## config.mk

```make
export PLATFORM = sky130hd
export DESIGN_NAME = opnd_serializer
export DESIGN_NICKNAME = d
export VERILOG_FILES = /design/src/rtl/opser_pkg.sv /design/src/rtl/opser_shreg.sv /design/src/rtl/opnd_serializer.sv
export SDC_FILE = /design/constraint.sdc
export NUM_CORES = 1
export LEC_CHECK = 0
export ABC_AREA = 1
export CORE_MARGIN = 1
export CORE_UTILIZATION = 40
export DETAILED_ROUTE_END_ITERATION = 6
export PLACE_DENSITY = 0.61
export REMOVE_ABC_BUFFERS = 1
export SKIP_CTS_REPAIR_TIMING = 1
export SLEW_MARGIN = 20
export SYNTH_ARGS = -nofsm -noshare
export SYNTH_HDL_FRONTEND = slang
export SYNTH_HIERARCHICAL = 1
export SYNTH_SLANG_ARGS = --single-unit
```

## constraint.sdc

```tcl
create_clock -name clock -period 3.46 [get_ports clock]
set_input_delay 0.692 -clock clock [delete_from_list [all_inputs] [get_ports clock]]
set_output_delay 0.692 -clock clock [all_outputs]
set_load 0.03 [all_outputs]
```

## src/rtl/opser_pkg.sv

```systemverilog
// rtl/opser_pkg.sv - shared states, defaults and unlock key for the operand serializer
package opser_pkg;

    typedef enum logic [2:0] {
        IDLE,
        SHIFT,
        GAP,
        LOCKED,
        DEAD
    } opser_state_e;

    localparam int          OPSER_WIDTH_DEF = 8;
    localparam int          OPSER_GAP_DEF   = 2;
    localparam logic [15:0] OPSER_KEY       = 16'hA55A;

endpackage

```

## src/rtl/opser_shreg.sv

```systemverilog
// rtl/opser_shreg.sv - load/shift-right register exposing its LSB
module opser_shreg #(
    parameter int WIDTH = 8
) (
    input  logic             clk,
    input  logic             reset,
    input  logic             load,
    input  logic             shift,
    input  logic [WIDTH-1:0] din,
    output logic             lsb
);

    logic [WIDTH-1:0] q;

    always_ff @(posedge clk) begin
        if (reset) begin
            q <= '0;
        end else if (load) begin
            q <= din;
        end else if (shift) begin
            q <= q >> 1;
        end
    end

    assign lsb = q[0];

endmodule

```

## src/rtl/opnd_serializer.sv

```systemverilog
// rtl/opnd_serializer.sv - LSB-first two-line operand serializer with post-word zero gap
// Optional unlock-key gating is built when OPSER_LOCK_EN is defined.
module opnd_serializer
    import opser_pkg::*;
#(
    parameter int WIDTH      = OPSER_WIDTH_DEF,
    parameter int GAP_CYCLES = OPSER_GAP_DEF,
    parameter int CNT_W      = 6
`ifdef OPSER_LOCK_EN
    ,
    parameter logic [15:0] KEY = OPSER_KEY
`endif
) (
    input  logic             clock,
    input  logic             reset,
    input  logic             in_valid,
    output logic             in_ready,
    input  logic [WIDTH-1:0] in_a,
    input  logic [WIDTH-1:0] in_b,
    output logic             line1,
    output logic             line2,
    output logic             frame,
    output logic             done
);

    localparam logic [CNT_W-1:0] LAST_BIT = CNT_W'(WIDTH - 1);
    localparam logic [CNT_W-1:0] LAST_GAP = CNT_W'(GAP_CYCLES - 1);
`ifdef OPSER_LOCK_EN
    localparam opser_state_e RESET_ST = LOCKED;
`else
    localparam opser_state_e RESET_ST = IDLE;
`endif

    opser_state_e     state, state_nxt;
    logic [CNT_W-1:0] cnt, cnt_nxt;
    logic             load, shift;
    logic             sa_lsb, sb_lsb;
    logic             hs;

    assign hs = in_valid && in_ready;

    always_ff @(posedge clock) begin
        if (reset) begin
            state <= RESET_ST;
            cnt   <= '0;
        end else begin
            state <= state_nxt;
            cnt   <= cnt_nxt;
        end
    end

`ifdef OPSER_LOCK_EN
    logic key_ok;
    assign key_ok = (8'(32'(in_a)) == KEY[7:0]) && (8'(32'(in_b)) == KEY[15:8]);
`endif

    always_comb begin
        state_nxt = state;
        cnt_nxt   = cnt;
        load      = 1'b0;
        shift     = 1'b0;
        case (state)
            IDLE: begin
                if (hs) begin
                    load      = 1'b1;
                    cnt_nxt   = '0;
                    state_nxt = SHIFT;
                end
            end
            SHIFT: begin
                shift = 1'b1;
                if (cnt == LAST_BIT) begin
                    cnt_nxt   = '0;
                    state_nxt = (GAP_CYCLES > 0) ? GAP : IDLE;
                end else begin
                    cnt_nxt = cnt + CNT_W'(1);
                end
            end
            GAP: begin
                if (cnt == LAST_GAP) begin
                    cnt_nxt   = '0;
                    state_nxt = IDLE;
                end else begin
                    cnt_nxt = cnt + CNT_W'(1);
                end
            end
`ifdef OPSER_LOCK_EN
            // The unlock word is consumed here and never reaches the shift registers.
            LOCKED: begin
                if (hs) begin
                    state_nxt = key_ok ? IDLE : DEAD;
                end
            end
            DEAD: state_nxt = DEAD;
`endif
            default: state_nxt = RESET_ST;
        endcase
    end

    opser_shreg #(.WIDTH(WIDTH)) u_sa (
        .clk   (clock),
        .reset (reset),
        .load  (load),
        .shift (shift),
        .din   (in_a),
        .lsb   (sa_lsb)
    );

    opser_shreg #(.WIDTH(WIDTH)) u_sb (
        .clk   (clock),
        .reset (reset),
        .load  (load),
        .shift (shift),
        .din   (in_b),
        .lsb   (sb_lsb)
    );

`ifdef OPSER_LOCK_EN
    assign in_ready = (state == IDLE) || (state == LOCKED);
`else
    assign in_ready = (state == IDLE);
`endif
    assign frame = (state == SHIFT);
    assign line1 = frame && sa_lsb;
    assign line2 = frame && sb_lsb;
    assign done  = frame && (cnt == LAST_BIT);

endmodule

```

## Yosys cells after proc, flatten, opt, wreduce, memory -nomap -nowiden

Cells that the tools add are included.

- Register bits after elaboration: 25
- Bits in latches: 0
- Bits in writable memories: 0
- Memory bits (read-only): 0
- Input port bits: 19
- Output and inout port bits: 5
- Word-level logic and storage cells: 36
- Memories: 0

- Add/sub/neg operators: 1
- $mul: 0
- Div/mod/pow operators: 0
- Order comparisons: 0
- Equal/unequal tests: 7
- Shift operators: 0
- Multiplexer cells: 15
- Bitwise logic cells: 0
- Reductions and logical operators: 9

Operators with widths:

| operator | count |
|---|---|
| $mux W8 | 4 |
| $mux W6 | 3 |
| $pmux W6 S3 | 1 |
| $mux W3 | 3 |
| $pmux W3 S3 | 1 |
| $add A6 B1 Y6 const B | 1 |
| $eq A6 B1 Y1 const B | 1 |
| $eq A6 B3 Y1 const B | 1 |
| $logic_and A1 B1 Y1 | 4 |
| $ne A2 B1 Y1 const B | 2 |
| $eq A3 B1 Y1 const B | 1 |
| $eq A3 B2 Y1 const B | 1 |
| $logic_not A3 Y1 | 1 |
| $mux W1 | 3 |
| $reduce_and A3 Y1 | 1 |
| $reduce_bool A3 Y1 | 1 |
| $ne A2 B2 Y1 const B | 1 |
| $reduce_and A2 Y1 | 1 |
| $reduce_bool A2 Y1 | 1 |

## Longest topological paths before layout

Gate-level depths: netlist of the first run.

- Depth after elaboration: 5
- Gate-level depth with buffers: 10
- Depth with buffers taken out: 9

## Hierarchy

Netlist of the first run, hierarchy kept.

By module, submodules not included:

| module | instances | cells each | area each (µm²) | seq. area each (µm²) |
|---|---|---|---|---|
| opser_shreg | 2 | 63 | 406.6 | 160.2 |
| opnd_serializer | 1 | 87 | 585.6 | 160.2 |

## Worst setup path before layout of the first run

No wires, ideal clock.

- Path kind: reg-to-output
- Start point: register state[1]
- End point: output port done
- Data arrival time: 1.389 ns
- Data required time: 2.768 ns
- Setup slack: 1.379 ns
- Cell stages (with the launch flop): 5
- Buffers on the path: 0
- Cells stage by stage: dfxtp_1 -> inv_1 -> ha_1 -> inv_1 -> nor2_1

- Longest elaborated chain between the ends: 2

RTL lines:

| element | line | RTL |
|---|---|---|
| start: declaration | opnd_serializer.sv:34 | `opser_state_e state, state_nxt;` |
| start signal: assignment | opnd_serializer.sv:47 | `state <= state_nxt;` |
| $eq A3 B1 Y1 | opnd_serializer.sv:123 | `assign frame = (state == SHIFT);` |
| named net frame | opnd_serializer.sv:22 | `output logic frame,` |
| $logic_and A1 B1 Y1 | opnd_serializer.sv:126 | `assign done = frame && (cnt == LAST_BIT);` |
| end: declaration | opnd_serializer.sv:23 | `output logic done` |

The timed path passes the listed nets, and every way through them passes these cells.

## Worst setup path in the final report of the first run

- Start point: register state[1]
- End point: output port done

- Longest elaborated chain between the ends: 2

RTL lines:

| element | line |
|---|---|
| $eq A3 B1 Y1 | opnd_serializer.sv:123 |
| $logic_and A1 B1 Y1 | opnd_serializer.sv:126 |

No other way between the ends.

==> results of run 1 <==
## layout by cell type (no fill, tap or decap), drive strengths merged, types with 3 or more instances in the layout
| cell | count |
|---|---|
| nand2 | 88 |
| inv | 38 |
| dfxtp | 24 |
| clkdlybuf4s50 | 23 |
| a21oi | 20 |
| nand3 | 20 |
| nor2 | 8 |
| ha | 6 |
| clkbuf | 4 |
| o21ai | 3 |
| buf | 3 |
## per-layer routing
layer	vias to the layer above	track usage, %	part of all wire [%]
met1	516	21.9	51
li1	702	-	-
met3	2	3.78	5.1
met2	31	26.1	43
met5	-	0	0
met4	0	4.87	0.80
## worst max-delay path, cell delays in order, from the launching register on
cell and delay [ns]:
sky130_fd_sc_hd__dfxtp_1 0.35, sky130_fd_sc_hd__inv_1 0.09, sky130_fd_sc_hd__ha_1 0.38, sky130_fd_sc_hd__inv_1 0.12, sky130_fd_sc_hd__nor2_1 0.13, sky130_fd_sc_hd__clkdlybuf4s50_1 0.67
## sequential cells by signal, indices dropped and copies added (netlist names)
register	flops
state	2
u_sa/q	8
cnt	6
u_sb/q	8
## logic make-up after synthesis
group / Yosys count
AO/OA/AOI/OAI: 23
XOR/XNOR: 1
adder cells (fa/ha/maj): 6
buffers and inverters: 42
flip-flops: 24
AND/OR/NAND/NOR: 117
## cell type report
| class | instances | area (um2) |
|---|---|---|
| clock buffers | 4 | 36.3 |
| fillers | 374 | 1630 |
| inverters | 38 | 143 |
| multi-input cells | 147 | 738 |
| flip-flops and latches | 24 | 480 |
| well taps | 46 | 57.6 |
| repair buffers | 26 | 253 |
## worst min path at each step
stage / start / cells after the start / slack (ns) / to
floorplan: u_sa/q[7] / 2 / 0.44 / u_sa/q[7]
global route: u_sb/q[4] / 2 / 0.50 / u_sb/q[4]
detailed placement: u_sa/q[1] / 2 / 0.46 / u_sa/q[1]
global placement: u_sa/q[6] / 2 / 0.45 / u_sa/q[6]
CTS: u_sa/q[4] / 2 / 0.48 / u_sa/q[4]
finish: u_sa/q[7] / 2 / 0.47 / u_sa/q[7]
## metrics by stage
| step | instances | util, % | setup WS (ns) |
|---|---|---|---|
| 4_1_cts | 285 | 51.2 | 0.676 |
| 3_3_place_gp | 281 | 50.1 | 1.11 |
| 3_5_place_dp | 281 | 50.1 | 1.06 |
| 6_report | 285 | 51.2 | 0.716 |
| 2_1_floorplan | 209 | - | 0.882 |
| 5_1_grt | 285 | 51.2 | 0.557 |
## report_power, final
group | total, mW | switching, mW | internal [mW]
Sequential | 0.398 | 0.0469 | 0.351
Combinational | 0.648 | 0.410 | 0.237
Clock | 0.151 | 0.0864 | 0.0644
==> qor.tcl, run 1 <==
set qor(area_growth_syn_to_layout_pct) 22.1
set qor(worst_setup_hold_path_clk_slew_ns) 0.13
set qor(mappedNetlistArea_um2) 1400
set qor(crit_arrival_ns) 2.05
set qor(worstPathMaxFanout) 10
set qor(synth-xor-area-share_pct) 0.626
set qor(drc_errors) 0
set qor(critical_path.reg2reg.startpoint) {state[0]}
set qor(grt_pass1_vias) 1066
set qor(yosysMostFrequentCell) {sky130_fd_sc_hd__nand2_1}
set qor(power_per_cell_area_nw_per_um2) 700
set qor(synth_top_family_by_area) {simple AND/OR/NAND/NOR gates}
set qor(setup_repair_after_global_routing_missed_its_margin) {no}
set qor(gp_congestion) 0.767
set qor(htree_levels) 1
set qor(crit_end) {done}
set qor(crit_path_start) {state[1]}
set qor(timing.rr.end) {u_sa/q[3]}
set qor(ff2ff_path_depth) 8
set qor(report.final.slew_viol_count) 0
set qor(finalNetCount) 265
set qor(critPathRequiredTime_ns) 2.77
set qor(first_iter_violations) 73
set qor(effective_utilization_at_floorplan_pct) 41.9
set qor(worstSkewPairLatency_ns) 0.32
set qor(rrSetupSlack_ns) 1.65
set qor(synth_fa_ha_area_share_pct) 5.37
set qor(placement.io_buffers) 23
set qor(drt_wl_total_um) 2750
set qor(grt_pass1_wl_um) 4550
set qor(grt_usage_pct) 16.3
set qor(period_needed_ns) 2.74
set qor(vias) 1251
set qor(synth_top_area_cell) {sky130_fd_sc_hd__dfxtp_1}
set qor(design_power_total_mw) 1.20
set qor(clock_sink_count) 24
set qor(slew_headroom_pct) 53.7
set qor(yosys_warnings) 6
set qor(worst_pin_slew_ns) 0.694
set qor(async_reset_ff_share_pct) 0
set qor(maxClockFrequency_mhz) 364
set qor(seq_area_frac_synth_pct) 34.3
set qor(count_of_endpoints_failing_setup_in_the_final_report) 0
set qor(static-leakage-power_nw) 0.837
set qor(cts_tree) {done}
set qor(fraction_of_final_layout_cells_with_drive_strength_greater_than_1_pct) 9.21
set qor(detailed_place.area_um2) 1670
set qor(final_design_area_no_fill_um2) 1710
set qor(grt_max_degree) 15
set qor(postRouteAntennaNets) 0
set qor(antenna-diode-count) 0
set qor(post_synth_num_cell_types) 19
set qor(period_share_pct) 79.3
set qor(number_of_buffers_created_by_cts) 3
set qor(final_global_route_overflow_total) 0
set qor(max-clock-path-buffers) 2
set qor(hold_viol) 0
set qor(synth_top_cells_by_count) {sky130_fd_sc_hd__nand2_1, sky130_fd_sc_hd__inv_1, sky130_fd_sc_hd__dfxtp_1}
set qor(rows) 21
set qor(yosys_register_bits) 24
set qor(synthMuxAreaShare_pct) 0
set qor(antenna_found_initial) 0
set qor(synth_ff_type) {sky130_fd_sc_hd__dfxtp_1}
set qor(synth_area_leaders) {sky130_fd_sc_hd__dfxtp_1, sky130_fd_sc_hd__nand2_1, sky130_fd_sc_hd__inv_1, sky130_fd_sc_hd__a21oi_1, sky130_fd_sc_hd__nand3_1}
set qor(fin_setup_tns_ns) 0
set qor(first_pass_drt_iterations) 4
set qor(crit_path_end_kind) {output port}
set qor(synthesis.instances) 213
set qor(core_box_area_um2) 3340
set qor(syn-mean-instance-area_um2) 6.57
set qor(start_kind) {register}
set qor(finalClockSkew_ns) 0.000865
set qor(design.die.area_um2) 3740
set qor(synth-edff-count) 0
set qor(detail_route.vias_per_cell) 4.39
set qor(whs_ns) 0.472
set qor(post_synthesis_compound_gate_area_fraction_pct) 8.23
set qor(routedWlPerCell_um) 9.64
set qor(die_x_um) 61.1
set qor(num_io_pins) 24
set qor(run_status) {complete, no violations}
set qor(maxCapViolations) 0
set qor(hold_path.class) {reg -> reg}
set qor(timing.setup.critical_path_class) {reg -> out}
set qor(clock-root-buffer) {sky130_fd_sc_hd__clkbuf_4}
set qor(post_synthesis_share_of_cell_area_spent_on_and_or_nand_and_nor_gates_pct) 38.6
set qor(yosysTopAreaCellShare_pct) 34.3
set qor(dieHeight_um) 61.1
set qor(ir_worst_vdd_mv) 0.303
set qor(post-dp-hpwl_um) 2070
Power figures use the tool's default switching activity.
==> inputs of run 2 (changes only) <==
==> constraint.sdc (replaced) <==
create_clock -name clock -period 2.9 [get_ports clock]
set_input_delay 0.58 -clock clock [delete_from_list [all_inputs] [get_ports clock]]
set_output_delay 0.58 -clock clock [all_outputs]
set_load 0.03 [all_outputs]
==> run 2 against run 1 <==
Compared with the run above:
- hold slack better by 0.0031 ns
- count of clock-buffer cells in the layout fell by 1
- combinational power up 20%
- sequential share of layout area down 0.39 points
- cell count rose by 0.35%
- clock power increased by 65%
- non-clock buffer count up 1
- cell area up 1.4%
- first-iteration DRC count rose by 16%
- routed wire length fell by 0.76%
- flip-flop and latch count unchanged
- total power up 26%
- critical path type unchanged
- critical endpoint unchanged
- highest routed layer unchanged
==> qor.tcl, run 2 (synthesized netlist as in run 1, its figures left out) <==
set qor(fraction_of_final_layout_cells_with_drive_strength_greater_than_1_pct) 9.58
set qor(critical_path.reg2reg.startpoint) {state[0]}
set qor(crit_buf_inv) 3
set qor(period_needed_ns) 2.66
set qor(path_common_cell) {sky130_fd_sc_hd__inv_1}
set qor(drc_errors) 0
set qor(worstPathMaxFanout) 9
set qor(first_iter_violations) 85
set qor(core_box_area_um2) 3340
set qor(finalNetCount) 266
set qor(run_status) {complete, no violations}
set qor(crit_chain) {inv_1, ha_1, inv_1, nor2_1, clkdlybuf4s50_1}
set qor(htree_levels) 1
set qor(number_of_buffers_created_by_cts) 3
set qor(numPlacedInstances) 282
set qor(count_of_endpoints_failing_setup_in_the_final_report) 0
set qor(grt_max_degree) 15
set qor(first_pass_drt_iterations) 5
set qor(grt_pass1_vias) 1115
set qor(use_met3_pct) 2.52
set qor(period_share_pct) 91.8
set qor(die_x_um) 61.1
set qor(grt_usage_pct) 16.7
set qor(antenna-diode-count) 0
set qor(whs_ns) 0.475
set qor(clock-root-buffer) {sky130_fd_sc_hd__clkbuf_4}
set qor(maxCapViolations) 0
set qor(ir_worst_vdd_mv) 0.328
set qor(dieHeight_um) 61.1
set qor(most-common-layout-cells) {sky130_fd_sc_hd__nand2_1, sky130_fd_sc_hd__inv_1, sky130_fd_sc_hd__dfxtp_1}
set qor(min-delay-start) {u_sa/q[7]}
set qor(design.die.area_um2) 3740
set qor(sequential_cell_area_um2) 480
set qor(antenna_found_initial) 0
set qor(worst_setup_hold_path_clk_slew_ns) 0.15
set qor(static-leakage-power_nw) 0.849
set qor(timing.setup.critical_path_class) {reg -> out}
set qor(slew_headroom_pct) 56.2
set qor(hold_viol) 0
set qor(path_delay_family) {buffers and inverters}
set qor(post-route-worst-setup-slack_ns) 0.237
set qor(crit_path_end_kind) {output port}
set qor(clock_sink_count) 24
set qor(largestRegisters) {u_sa/q (8), u_sb/q (8), cnt (6)}
set qor(placement.io_buffers) 23
set qor(area_growth_syn_to_layout_pct) 23.8
set qor(start_kind) {register}
set qor(fin_setup_tns_ns) 0
set qor(crit_path_start) {state[1]}
set qor(post-dp-hpwl_um) 2060
set qor(postRouteAntennaNets) 0
set qor(vias) 1267
set qor(n_fill_cell) 358
set qor(maxClockFrequency_mhz) 375
set qor(grt_pass1_wl_um) 4680
set qor(gr_util_met2_pct) 27.5
set qor(critPathRequiredTime_ns) 2.32
set qor(worst_pin_slew_ns) 0.656
set qor(max-clock-path-buffers) 2
set qor(gr_layer_usage_met1_pct) 22.3
set qor(cts_tree) {done}
set qor(power_per_cell_area_nw_per_um2) 868
set qor(hold_path.class) {reg -> reg}
set qor(effective_utilization_at_floorplan_pct) 41.9
set qor(worst_path_largest_cell_delay_ns) 0.67
set qor(final_global_route_overflow_total) 0
set qor(detail_route.vias_per_cell) 4.43
set qor(multi_input_area_um2) 738
set qor(routedWlPerCell_um) 9.53
set qor(cell_at_the_slowest_stage_of_the_critical_path) {sky130_fd_sc_hd__clkdlybuf4s50_1}
set qor(drt_wl_total_um) 2730
set qor(crit_arrival_ns) 2.08
set qor(instances_no_fill) 286
set qor(globalRoute.busiestLayer) {met2}
set qor(rows) 21
set qor(worstSkewPairLatency_ns) 0.33
set qor(report.final.slew_viol_count) 0
set qor(setup_repair_after_global_routing_missed_its_margin) {no}
set qor(gp_congestion) 0.744
set qor(finalClockSkew_ns) 0.0110
set qor(layout_commonest_cell) {sky130_fd_sc_hd__nand2_1}
set qor(num_io_pins) 24
set qor(pre_cts_ws_ns) 0.604
==> run 2: cell count changes in the layout (fill, tap and decap cells not counted) <==
cell and delta:
sky130_fd_sc_hd__buf_4 +1, sky130_fd_sc_hd__bufinv_16 +1, sky130_fd_sc_hd__clkbuf_8 -1
==> run 2: layer usage <==
layer	wire length, um	vias to the layer above
met3	69	4
li1	-	701
met5	0	-
met1	1440	543
met4	43	0
met2	1180	19
==> run 2: final cells by class <==
class	instances	area share [%]
Inverter	38	8.24
Clock buffer	3	1.30
Timing Repair Buffer	27	15.0
Tap cell	46	3.32
Clock inverter	1	1.73
Multi-Input combinational cell	147	42.6
Sequential cell	24	27.7
==> run 2: through the flow <==
step | instance area, um2 | utilization, % | power (mW)
after CTS | 1730 | 51.9 | 1.52
after detailed placement | 1680 | 50.3 | 1.27
final | 1730 | 51.9 | 1.50
after global routing | 1730 | 51.9 | 1.63
after global placement | 1680 | 50.3 | 1.27
after floorplan | 1360 | - | 1.05
==> run 2: power breakdown <==
group / internal (mW) / total [mW] / switching (mW)
Combinational: 0.291 / 0.779 / 0.489
Sequential: 0.419 / 0.474 / 0.0552
Clock: 0.140 / 0.249 / 0.109
==> run 2: worst paths after layout <==
kind               endpoint  slack, ns  cells after the start
hold / removal    u_sa/q[7]       0.48                      2
setup / recovery       done       0.24                      5
hold reg to reg   u_sa/q[7]       0.48                      2
setup reg to reg  u_sa/q[1]       1.12                      8
==> run 2: tightest hold or removal path, delay by kind of cell (launching register included) <==
kind,cells,cell delay (ns)
flops,1,0.34
compound gates,1,0.05
simple gates,1,0.06
